File: src/rtl/dds_serial_rx.sv
// dds_serial_rx
// Receive side of the DDS serial load interface. The block samples the DDS
// pins on clk_sys and follows the DDS reset and serial-mode entry sequence.
// It shifts in each DDS word LSB first and publishes the decoded fields on
// every fq_ud update. It serves as an on-chip loopback checker and as the DDS
// emulator in system benches.
//
// Word layout (bit 0 is received first):
//   [31:0]  frequency tuning word
//   [33:32] control bits
//   [34]    power-down
//   [39:35] phase word
module dds_serial_rx #(
  parameter int WORD_BITS = 40
) (
  input  logic        clk_sys,
  input  logic        rst,
  input  logic        dds_reset,
  input  logic        dds_w_clk,
  input  logic        dds_fq_ud,
  input  logic        dds_data,
  output logic [31:0] freq_word,
  output logic [1:0]  ctrl_bits,
  output logic        pwr_down,
  output logic [4:0]  phase_word,
  output logic        word_valid,
  output logic        frame_err,
  output logic        overrun,
  output logic        serial_mode
);

  // The counter must be able to hold the full-word value WORD_BITS itself.
  localparam int CNT_W = $clog2(WORD_BITS + 1);
  localparam logic [CNT_W-1:0] FULL_CNT = CNT_W'(WORD_BITS);
  localparam logic [CNT_W-1:0] ZERO_CNT = {CNT_W{1'b0}};
  localparam logic [CNT_W-1:0] ONE_CNT  = {{(CNT_W-1){1'b0}}, 1'b1};

  typedef enum logic [1:0] {
    ST_IDLE      = 2'd0,
    ST_WAIT_WCLK = 2'd1,
    ST_WAIT_FQUD = 2'd2,
    ST_SERIAL    = 2'd3
  } state_t;

  state_t               state_r;
  state_t               state_nx_s;
  logic [WORD_BITS-1:0] shift_r;
  logic [WORD_BITS-1:0] shift_nx_s;
  logic [CNT_W-1:0]     count_r;
  logic [CNT_W-1:0]     count_nx_s;
  logic [CNT_W-1:0]     count_mid_s;
  logic                 wclk_q_r;
  logic                 fqud_q_r;
  logic                 overrun_r;
  logic                 overrun_nx_s;
  logic                 load_s;
  logic                 err_s;
  logic                 wclk_edge_s;
  logic                 fqud_edge_s;

  logic [31:0]          freq_r;
  logic [1:0]           ctrl_r;
  logic                 pd_r;
  logic [4:0]           phase_r;
  logic                 word_valid_r;
  logic                 frame_err_r;
  logic                 serial_mode_r;

  // A held pin creates only one edge. A rising edge is the pin high while the
  // previous sample was low.
  assign wclk_edge_s = dds_w_clk & ~wclk_q_r;
  assign fqud_edge_s = dds_fq_ud & ~fqud_q_r;

  // Next state, shift and count. In SERIAL, a w_clk edge in the same cycle as
  // an fq_ud edge is shifted in first, and fq_ud then checks the updated count.
  always_comb begin
    state_nx_s   = state_r;
    shift_nx_s   = shift_r;
    count_nx_s   = count_r;
    count_mid_s  = count_r;
    overrun_nx_s = overrun_r;
    load_s       = 1'b0;
    err_s        = 1'b0;

    if (dds_reset) begin
      state_nx_s   = ST_WAIT_WCLK;
      shift_nx_s   = {WORD_BITS{1'b0}};
      count_nx_s   = ZERO_CNT;
      overrun_nx_s = 1'b0;
    end else begin
      case (state_r)
        ST_IDLE: begin
          state_nx_s = ST_IDLE;
        end
        ST_WAIT_WCLK: begin
          // Parallel mode is unsupported, so fq_ud is ignored in this state.
          if (wclk_edge_s) begin
            state_nx_s = ST_WAIT_FQUD;
          end else begin
            state_nx_s = ST_WAIT_WCLK;
          end
        end
        ST_WAIT_FQUD: begin
          if (fqud_edge_s) begin
            state_nx_s = ST_SERIAL;
            count_nx_s = ZERO_CNT;
          end else begin
            state_nx_s = ST_WAIT_FQUD;
          end
        end
        ST_SERIAL: begin
          if (wclk_edge_s) begin
            if (count_r < FULL_CNT) begin
              shift_nx_s  = {dds_data, shift_r[WORD_BITS-1:1]};
              count_mid_s = count_r + ONE_CNT;
            end else begin
              // The word is already full, so the bit is dropped.
              overrun_nx_s = 1'b1;
            end
          end else begin
            count_mid_s = count_r;
          end
          count_nx_s = count_mid_s;
          if (fqud_edge_s) begin
            if (count_mid_s == FULL_CNT) begin
              load_s = 1'b1;
            end else begin
              err_s = 1'b1;
            end
            count_nx_s   = ZERO_CNT;
            overrun_nx_s = 1'b0;
          end else begin
            err_s = 1'b0;
          end
        end
        default: begin
          state_nx_s = ST_IDLE;
        end
      endcase
    end
  end

  // Control state, shift register, counter, pin history and status pulses.
  always_ff @(posedge clk_sys) begin
    if (rst) begin
      state_r       <= ST_IDLE;
      shift_r       <= {WORD_BITS{1'b0}};
      count_r       <= ZERO_CNT;
      wclk_q_r      <= 1'b0;
      fqud_q_r      <= 1'b0;
      overrun_r     <= 1'b0;
      word_valid_r  <= 1'b0;
      frame_err_r   <= 1'b0;
      serial_mode_r <= 1'b0;
    end else begin
      state_r       <= state_nx_s;
      shift_r       <= shift_nx_s;
      count_r       <= count_nx_s;
      wclk_q_r      <= dds_w_clk;
      fqud_q_r      <= dds_fq_ud;
      overrun_r     <= overrun_nx_s;
      word_valid_r  <= load_s;
      frame_err_r   <= err_s;
      serial_mode_r <= (state_nx_s == ST_SERIAL);
    end
  end

  // Decoded field outputs. They load only on an accepted word and otherwise
  // hold, including through dds_reset.
  always_ff @(posedge clk_sys) begin
    if (rst) begin
      freq_r  <= 32'h0000_0000;
      ctrl_r  <= 2'b00;
      pd_r    <= 1'b0;
      phase_r <= 5'd0;
    end else if (load_s) begin
      freq_r  <= shift_nx_s[31:0];
      ctrl_r  <= shift_nx_s[33:32];
      pd_r    <= shift_nx_s[34];
      phase_r <= shift_nx_s[39:35];
    end else begin
      freq_r  <= freq_r;
      ctrl_r  <= ctrl_r;
      pd_r    <= pd_r;
      phase_r <= phase_r;
    end
  end

  assign freq_word   = freq_r;
  assign ctrl_bits   = ctrl_r;
  assign pwr_down    = pd_r;
  assign phase_word  = phase_r;
  assign word_valid  = word_valid_r;
  assign frame_err   = frame_err_r;
  assign overrun     = overrun_r;
  assign serial_mode = serial_mode_r;

endmodule

File: config.mk
export PLATFORM = sky130hd
export DESIGN_NAME = dds_serial_rx
export DESIGN_NICKNAME = d
export VERILOG_FILES = /design/src/rtl/dds_serial_rx.sv
export SDC_FILE = /design/constraint.sdc
export NUM_CORES = 1
export LEC_CHECK = 0
export CAP_MARGIN = 15
export CORE_ASPECT_RATIO = 0.75
export CORE_MARGIN = 2
export CORE_UTILIZATION = 55
export DETAILED_ROUTE_END_ITERATION = 6
export GPL_TIMING_DRIVEN = 0
export PLACE_DENSITY = 0.79
export RECOVER_POWER = 100
export SETUP_SLACK_MARGIN = 0.1
export SLEW_MARGIN = 5
export SYNTH_ARGS = -nofsm -noshare
export SYNTH_HDL_FRONTEND = slang
export SYNTH_SLANG_ARGS = --single-unit
File: constraint.sdc
create_clock -name clk_sys -period 2.57 [get_ports clk_sys]
set_clock_uncertainty 0.2 [all_clocks]
set_input_delay 0.514 -clock clk_sys [delete_from_list [all_inputs] [get_ports clk_sys]]
set_output_delay 0.514 -clock clk_sys [all_outputs]
set_load 0.005 [all_outputs]
==> results of run 1 <==
==> power by group through the flow <==
stage	clock network, W	registers [W]	logic [W]
final	0.00112	0.00146	0.0000738
after global routing	0.00119	0.00146	0.0000802
after CTS	0.00113	0.00146	0.0000737
after detailed placement	0	0.00150	0.0000724
after global placement	0	0.00150	0.0000702
after floorplan	0	0.00149	0.0000463
==> critical path: cells and delay by family, from the launching register on <==
kind / cells / cell delay, ns
simple gates: 1 / 0.15
mux: 1 / 0.33
flops: 1 / 0.31
compound gates: 2 / 0.81
buf+inv: 2 / 0.48
==> placed cells by master, fill, tap and decap left out, types with 2 or more instances in the layout <==
cell                              instances
sky130_fd_sc_hd__nor2b_1                  4
sky130_fd_sc_hd__bufinv_16                2
sky130_fd_sc_hd__mux2_4                   8
sky130_fd_sc_hd__and2b_1                 40
sky130_fd_sc_hd__clkdlybuf4s50_1          3
sky130_fd_sc_hd__nand2b_1                 2
sky130_fd_sc_hd__buf_6                    7
sky130_fd_sc_hd__a211oi_1                 3
sky130_fd_sc_hd__o21ai_0                 43
sky130_fd_sc_hd__or4_1                    2
sky130_fd_sc_hd__a31oi_1                  2
sky130_fd_sc_hd__dlygate4sd3_1           45
sky130_fd_sc_hd__nor3_1                   2
sky130_fd_sc_hd__inv_6                    3
sky130_fd_sc_hd__clkbuf_8                10
sky130_fd_sc_hd__dfxtp_1                 94
sky130_fd_sc_hd__buf_2                    4
sky130_fd_sc_hd__nand4b_1                 2
sky130_fd_sc_hd__nor2_1                   7
sky130_fd_sc_hd__nand2_1                  2
sky130_fd_sc_hd__nand3_1                 43
sky130_fd_sc_hd__a21oi_1                 50
sky130_fd_sc_hd__mux2_1                  32
sky130_fd_sc_hd__clkbuf_1                24
==> per-layer routing <==
metal  up-vias  wire, um  share of wire
met5         -         0              0
met3        12       523          0.060
met2        93      3910           0.45
met4         0       112          0.013
li1       1511         -              -
met1      1487      4160           0.48
==> path summary, 6_finish.rpt <==
kind	from	end	slack, ns	cells past startpoint
worst min register to register	shift_r[25]$_SDFF_PP0_	shift_r[24]$_SDFF_PP0_	0.28	2
worst max-delay path	count_r[3]$_SDFFE_PP0P_	freq_word[18]$_SDFFE_PP0P_	0.19	6
worst min-delay path	shift_r[25]$_SDFF_PP0_	shift_r[24]$_SDFF_PP0_	0.28	2
worst max register to register	count_r[3]$_SDFFE_PP0P_	freq_word[18]$_SDFFE_PP0P_	0.19	6
==> what timing repair did <==
item,4_1_cts,5_1_grt
setup buffers,1,0
cloned,1,0
hold endpoints to repair,0,0
endpoints found under the setup margin,40,40
resized for setup,2,2
==> area by class of cell <==
type / count / area, um^2
clock buffer: 10 / 138
inverter: 1 / 3.75
fill: 582 / 2180
timing repair buffer: 51 / 505
clock inverter: 6 / 91.3
sequential: 94 / 1880
buffer: 35 / 189
multi-input combinational: 263 / 1810
tap: 98 / 123
==> flip-flops by register name (all words and copies together), names as in the netlist <==
| name | flops |
|---|---|
| freq_word | 32 |
| ctrl_bits | 2 |
| overrun | 1 |
| word_valid | 1 |
| frame_err | 1 |
| wclk_q_r | 1 |
| pwr_down | 1 |
| state_r | 2 |
| serial_mode | 1 |
| fqud_q_r | 1 |
| count_r | 6 |
| shift_r | 40 |
| phase_word | 5 |
==> logic make-up (layout without fill, tap and decap cells) <==
kind of cell               Yosys count  in the layout  share of synthesized area
muxes                               41             41                      0.153
adders and majority gates            1              1                    0.00313
and+or+nand+nor                    115            115                      0.180
DFF                                 94             94                      0.470
AOI/OAI and AO/OA                  106            106                      0.143
buffers and inverters               36            103                     0.0507
==> stage by stage <==
stage	hold slack [ns]	setup TNS (ns)	setup WS [ns]	cells
after floorplan	0.252	0	0.448	393
after global placement	0.266	-14.10	-0.358	540
after detailed placement	0.273	-13.25	-0.348	540
after CTS	0.279	0	0.113	558
after global routing	0.300	0	0.0850	558
final	0.277	0	0.191	558
==> out/qor.tcl, run 1 <==
set qor(arrival_ns) 2.45
set qor(worstSetupPathType) {register to register}
set qor(clkPwrFrac) 0.422
set qor(antenna_found_initial) 0
set qor(clock_h_tree_levels) 3
set qor(synth_common_cells) {sky130_fd_sc_hd__dfxtp_1 (94), sky130_fd_sc_hd__a21oi_1 (50), sky130_fd_sc_hd__nand3_1 (43), sky130_fd_sc_hd__o21ai_0 (43)}
set qor(die_area_um2) 7980
set qor(die_x_um) 102
set qor(peakVddDrop_v) 0.000416
set qor(fin_util) 0.685
set qor(cp_data_required_time_ns) 2.64
set qor(share_of_synthesized_area_occupied_by_flip_flops_and_latches) 0.470
set qor(synth_top_cell_by_area) {sky130_fd_sc_hd__dfxtp_1}
set qor(slowest_stage) {sky130_fd_sc_hd__o21ai_2}
set qor(grt_first_pass_wirelength_mm) 14.2
set qor(dieHeight_um) 77.9
set qor(first_global_vias) 2913
set qor(finalCritPeriodShare) 0.926
set qor(synth.ff_latch_count) 94
set qor(tightestPinTransition_ns) 0.496
set qor(grt_util_met1) 0.327
set qor(logic_pwr_share) 0.028
set qor(final_max_slew_viol_count) 0
set qor(postSynth.asyncResetShare) 0
set qor(detailedRoute.firstPassIterationCount) 4
set qor(grtUsageMet3) 0.0523
set qor(tritoncts) {done}
set qor(track_usage) 0.229
set qor(core.rowCount) 26
set qor(cts-hold-fix-buffers) 0
set qor(layout.nets) 462
set qor(dominantRegCellSynth) {sky130_fd_sc_hd__dfxtp_1}
set qor(place.gp.congestion) 0.853
set qor(synthesis.area_um2) 4000
set qor(grt_busiest_layer) {met2}
set qor(largest_net_degree_at_the_start_of_global_routing) 17
set qor(synth_area_per_cell_um2) 10.2
set qor(fin_total_pwr_w) 0.00266
set qor(power.switching_w) 0.000585
set qor(slew_headroom) 0.669
set qor(status) {finished, final reports clean}
set qor(cellPowerDensity_nw_per_um2) 560
set qor(netlist_top_cells_area) {sky130_fd_sc_hd__dfxtp_1 (47%), sky130_fd_sc_hd__mux2_4 (15%), sky130_fd_sc_hd__and2b_1 (7.5%)}
set qor(cts_root_buf) {sky130_fd_sc_hd__clkbuf_8}
set qor(hp-class) {register to register}
set qor(period_minus_slack_ns) 2.38
set qor(antenna-diode-count) 0
set qor(synth-edff-count) 0
set qor(max_freq_ghz) 0.420
set qor(cts_buffer_depth) 2
set qor(reg_power_frac) 0.550
set qor(detailroute.via_count) 3103
set qor(grt_overflow_total) 0
set qor(postSynthCellCount) 393
set qor(detail_route.iter0.violations) 148
set qor(synth_nets) 400
set qor(number_of_endpoints_with_negative_hold_slack_in_the_final_report) 0
set qor(cts_sinks) 94
set qor(distinct_cell_type_count_after_synthesis) 40
set qor(routed_via_density) 5.56
set qor(static-leakage-power_nw) 2.02
set qor(post_dp_area_um2) 4610
set qor(report.final.setup_viol) 0
set qor(antenna_left) 0
set qor(final_design_area_no_fill_um2) 4750
set qor(worst_setup_path_end_kind) {register}
set qor(critical_path.startpoint_type) {register}
set qor(route.final.wire_length_mm) 8.70
set qor(power.share.switching) 0.220
set qor(ioPinCount) 50
set qor(remaining_drc_errors) 0
set qor(max_cap_viol_count) 0
set qor(hpwl_reported_at_the_end_of_detailed_placement_mm) 5.85
set qor(critical_path.cell_chain) {clkbuf_1 -> o21ai_2 -> nand2b_2 -> o2111ai_4 -> clkbuf_2 -> mux2_1}
set qor(yosysTopAreaCellShare) 0.470
set qor(final_layout_size_suffix_gt1_frac) 0.0957
set qor(fp.coreArea_um2) 6930
set qor(port-buffer-count) 49
set qor(post_drt_wl_per_cell_um) 15.6
set qor(ys.warnings.count) 0
set qor(cts_inserted_buffers) 9
set qor(most_frequent_cell_after_synthesis) {sky130_fd_sc_hd__dfxtp_1}
set qor(synthToLayoutAreaGrowth_pct) 18.6
set qor(rsz_0062_raised_after_global_routing) {no}
set qor(initial_utilization) 0.577
set qor(cts.clk_slew.worst_paths_ns) 0.10
set qor(critical_path_peak_fanout) 9
set qor(worstSkewPairLatency_ns) 0.37
set qor(cp_slowest_stage_delay_ns) 0.46
set qor(p_int_w) 0.00207
set qor(grt_util_met2) 0.346
Power figures use the tool's default switching activity.
==> inputs of run 2 (changes only) <==
--- a/config.mk
+++ b/config.mk
@@ -5,13 +5,12 @@
 export SDC_FILE = /design/constraint.sdc
 export NUM_CORES = 1
 export LEC_CHECK = 0
-export CAP_MARGIN = 15
 export CORE_ASPECT_RATIO = 0.75
 export CORE_MARGIN = 2
-export CORE_UTILIZATION = 55
+export CORE_UTILIZATION = 45
 export DETAILED_ROUTE_END_ITERATION = 6
 export GPL_TIMING_DRIVEN = 0
-export PLACE_DENSITY = 0.79
+export PLACE_DENSITY = 0.67
 export RECOVER_POWER = 100
 export SETUP_SLACK_MARGIN = 0.1
 export SLEW_MARGIN = 5
==> run 2 against run 1 <==
  * The flow now finishes with violations (DRC)
  * Design area up 5.9%
  * Critical path depth rose by 1
  * Sequential share of layout area shrank 2.1 points
  * Non-clock buffer count rose by 4
  * Global-route usage down 4.3 points
  * Worst setup slack got worse by 0.074 ns
  * Critical path type is now input port to register
  * Largest power group unchanged
  * Highest routed layer unchanged
==> out/qor.tcl, run 2 (synthesized netlist as in run 1, its figures left out) <==
set qor(slew_headroom) 0.688
set qor(synthToLayoutAreaGrowth_pct) 25.5
set qor(worst_r2r_path_depth) 8
set qor(holdWs_ns) 0.286
set qor(remaining_drc_errors) 5
set qor(critical_path.cell_chain) {clkdlybuf4s50_1 -> or2b_1 -> nand2b_2 -> o2111ai_2 -> buf_12 -> buf_6 -> mux2_1}
set qor(critical_path_peak_fanout) 10
set qor(routed_via_density) 5.35
set qor(largest_net_degree_at_the_start_of_global_routing) 17
set qor(tritoncts) {done}
set qor(first_global_vias) 2923
set qor(tightestPinTransition_ns) 0.468
set qor(peakVddDrop_v) 0.000274
set qor(clkPwrFrac) 0.488
set qor(power.share.switching) 0.207
set qor(cts_inserted_buffers) 9
set qor(track_usage) 0.186
set qor(p_int_w) 0.00238
set qor(logic_pwr_share) 0.024
set qor(largest_register_ffs) 40
set qor(fin_util) 0.587
set qor(cts.clk_slew.worst_paths_ns) 0.07
set qor(final_layout_size_suffix_gt1_frac) 0.149
set qor(critical_path.startpoint_type) {input port}
set qor(worstSkewPairLatency_ns) 0.34
set qor(detail_route.iter0.violations) 237
set qor(clock_h_tree_levels) 3
set qor(slowest_stage) {sky130_fd_sc_hd__clkdlybuf4s50_1}
set qor(die_x_um) 113
set qor(detailroute.via_count) 3061
set qor(cp_slowest_stage_delay_ns) 0.55
set qor(cts_buffer_depth) 2
set qor(dieHeight_um) 85.7
set qor(worst_setup_path_end_kind) {register}
set qor(final_max_slew_viol_count) 0
set qor(grt_first_pass_wirelength_mm) 14.5
set qor(power.switching_w) 0.000620
set qor(antenna_found_initial) 0
set qor(cts_root_buf) {sky130_fd_sc_hd__clkbuf_16}
set qor(fin_total_pwr_w) 0.00299
set qor(totalNegativeSetupSlack_ns) 0
set qor(rsz_0062_raised_after_global_routing) {no}
set qor(report.final.setup_viol) 0
set qor(finalCritPeriodShare) 0.955
set qor(max_cap_viol_count) 0
set qor(cts_sinks) 94
set qor(crit_path_start) {dds_w_clk}
set qor(arrival_ns) 2.48
set qor(worstSetupPathType) {input port to register}
set qor(cellPowerDensity_nw_per_um2) 596
set qor(initial_utilization) 0.467
set qor(hp-class) {register to register}
set qor(period_minus_slack_ns) 2.45
set qor(detailedRoute.firstPassIterationCount) 7
set qor(max_freq_ghz) 0.408
set qor(post_drt_wl_per_cell_um) 15.1
set qor(layout.nets) 466
set qor(grt_overflow_total) 0
set qor(place.gp.congestion) 0.811
set qor(fp.coreArea_um2) 8560
set qor(mostFrequentLayoutCells) {sky130_fd_sc_hd__dfxtp_1 (92), sky130_fd_sc_hd__a21oi_1 (50), sky130_fd_sc_hd__dlygate4sd3_1 (45)}
set qor(reg_power_frac) 0.488
set qor(port-buffer-count) 49
set qor(crit-reg2reg-launch) {count_r[0]$_SDFFE_PP0P_}
set qor(core.rowCount) 29
set qor(antenna_left) 0
set qor(registers.top_by_ff_count) {shift_r}
set qor(mostFrequentLayoutCell) {sky130_fd_sc_hd__dfxtp_1}
set qor(min-delay-start) {shift_r[23]$_SDFF_PP0_}
set qor(hpwl_reported_at_the_end_of_detailed_placement_mm) 5.78
set qor(antenna-diode-count) 0
set qor(number_of_endpoints_with_negative_hold_slack_in_the_final_report) 0
set qor(status) {finished with violations}
set qor(route.final.wire_length_mm) 8.65
set qor(failed_checks) {DRC}
set qor(ioPinCount) 50
set qor(min_path_cells) 2
set qor(cp_data_required_time_ns) 2.60
set qor(static-leakage-power_nw) 2.16
set qor(die_area_um2) 9670
==> run 2: area by class of cell <==
class / count / area, um^2
flip-flops and latches: 94 / 1880
clock buffers: 10 / 239
multi-input cells: 263 / 1870
repair buffers: 55 / 587
clock inverters: 6 / 91.3
inverters: 1 / 3.75
well taps: 108 / 135
plain buffers: 35 / 213
fillers: 738 / 3540
==> run 2: metrics by stage <==
stage	setup slack [ns]	cells	cell area (um^2)
global route	0.0578	572	5020
detailed placement	-0.304	550	4630
floorplan	0.448	393	4000
global placement	-0.288	550	4630
finish	0.117	572	5020
CTS	0.116	569	5000
==> run 2: routing by layer <==
metal	wire length (um)	track usage	share of wire	up-vias
li1	-	-	-	1524
met1	4320	0.262	0.50	1467
met2	3950	0.291	0.46	66
met3	337	0.0396	0.039	4
met4	42	0.0499	0.0049	0
met5	0	0	0	-
==> run 2: what timing repair did <==
action / in CTS / in global routing
endpoints found under the setup margin: 40 / 40
hold buffers: 0 / 0
setup buffers: 2 / 1
gates cloned: 1 / 2
pin swaps: 0 / 2
resized for setup: 3 / 10
==> run 2: power groups by stage <==
stage	Combinational (W)	Sequential (W)	Clock [W]
floorplan	0.0000463	0.00149	0
global placement	0.0000700	0.00150	0
detailed placement	0.0000708	0.00150	0
CTS	0.0000720	0.00146	0.00148
global route	0.0000770	0.00146	0.00154
finish	0.0000707	0.00146	0.00146
==> run 2: worst paths after layout <==
check / end / slack, ns
setup / recovery: phase_word[4]$_SDFFE_PP0P_ / 0.12
setup reg to reg: freq_word[19]$_SDFFE_PP0P_ / 0.22
hold / removal: shift_r[22]$_SDFF_PP0_ / 0.29
hold reg to reg: shift_r[22]$_SDFF_PP0_ / 0.29
==> run 2: critical path: cells and delay by family <==
kind,cells,cell delay [ns]
compound gates,1,0.24
simple gates,2,0.48
mux,1,0.33
buf+inv,3,0.91
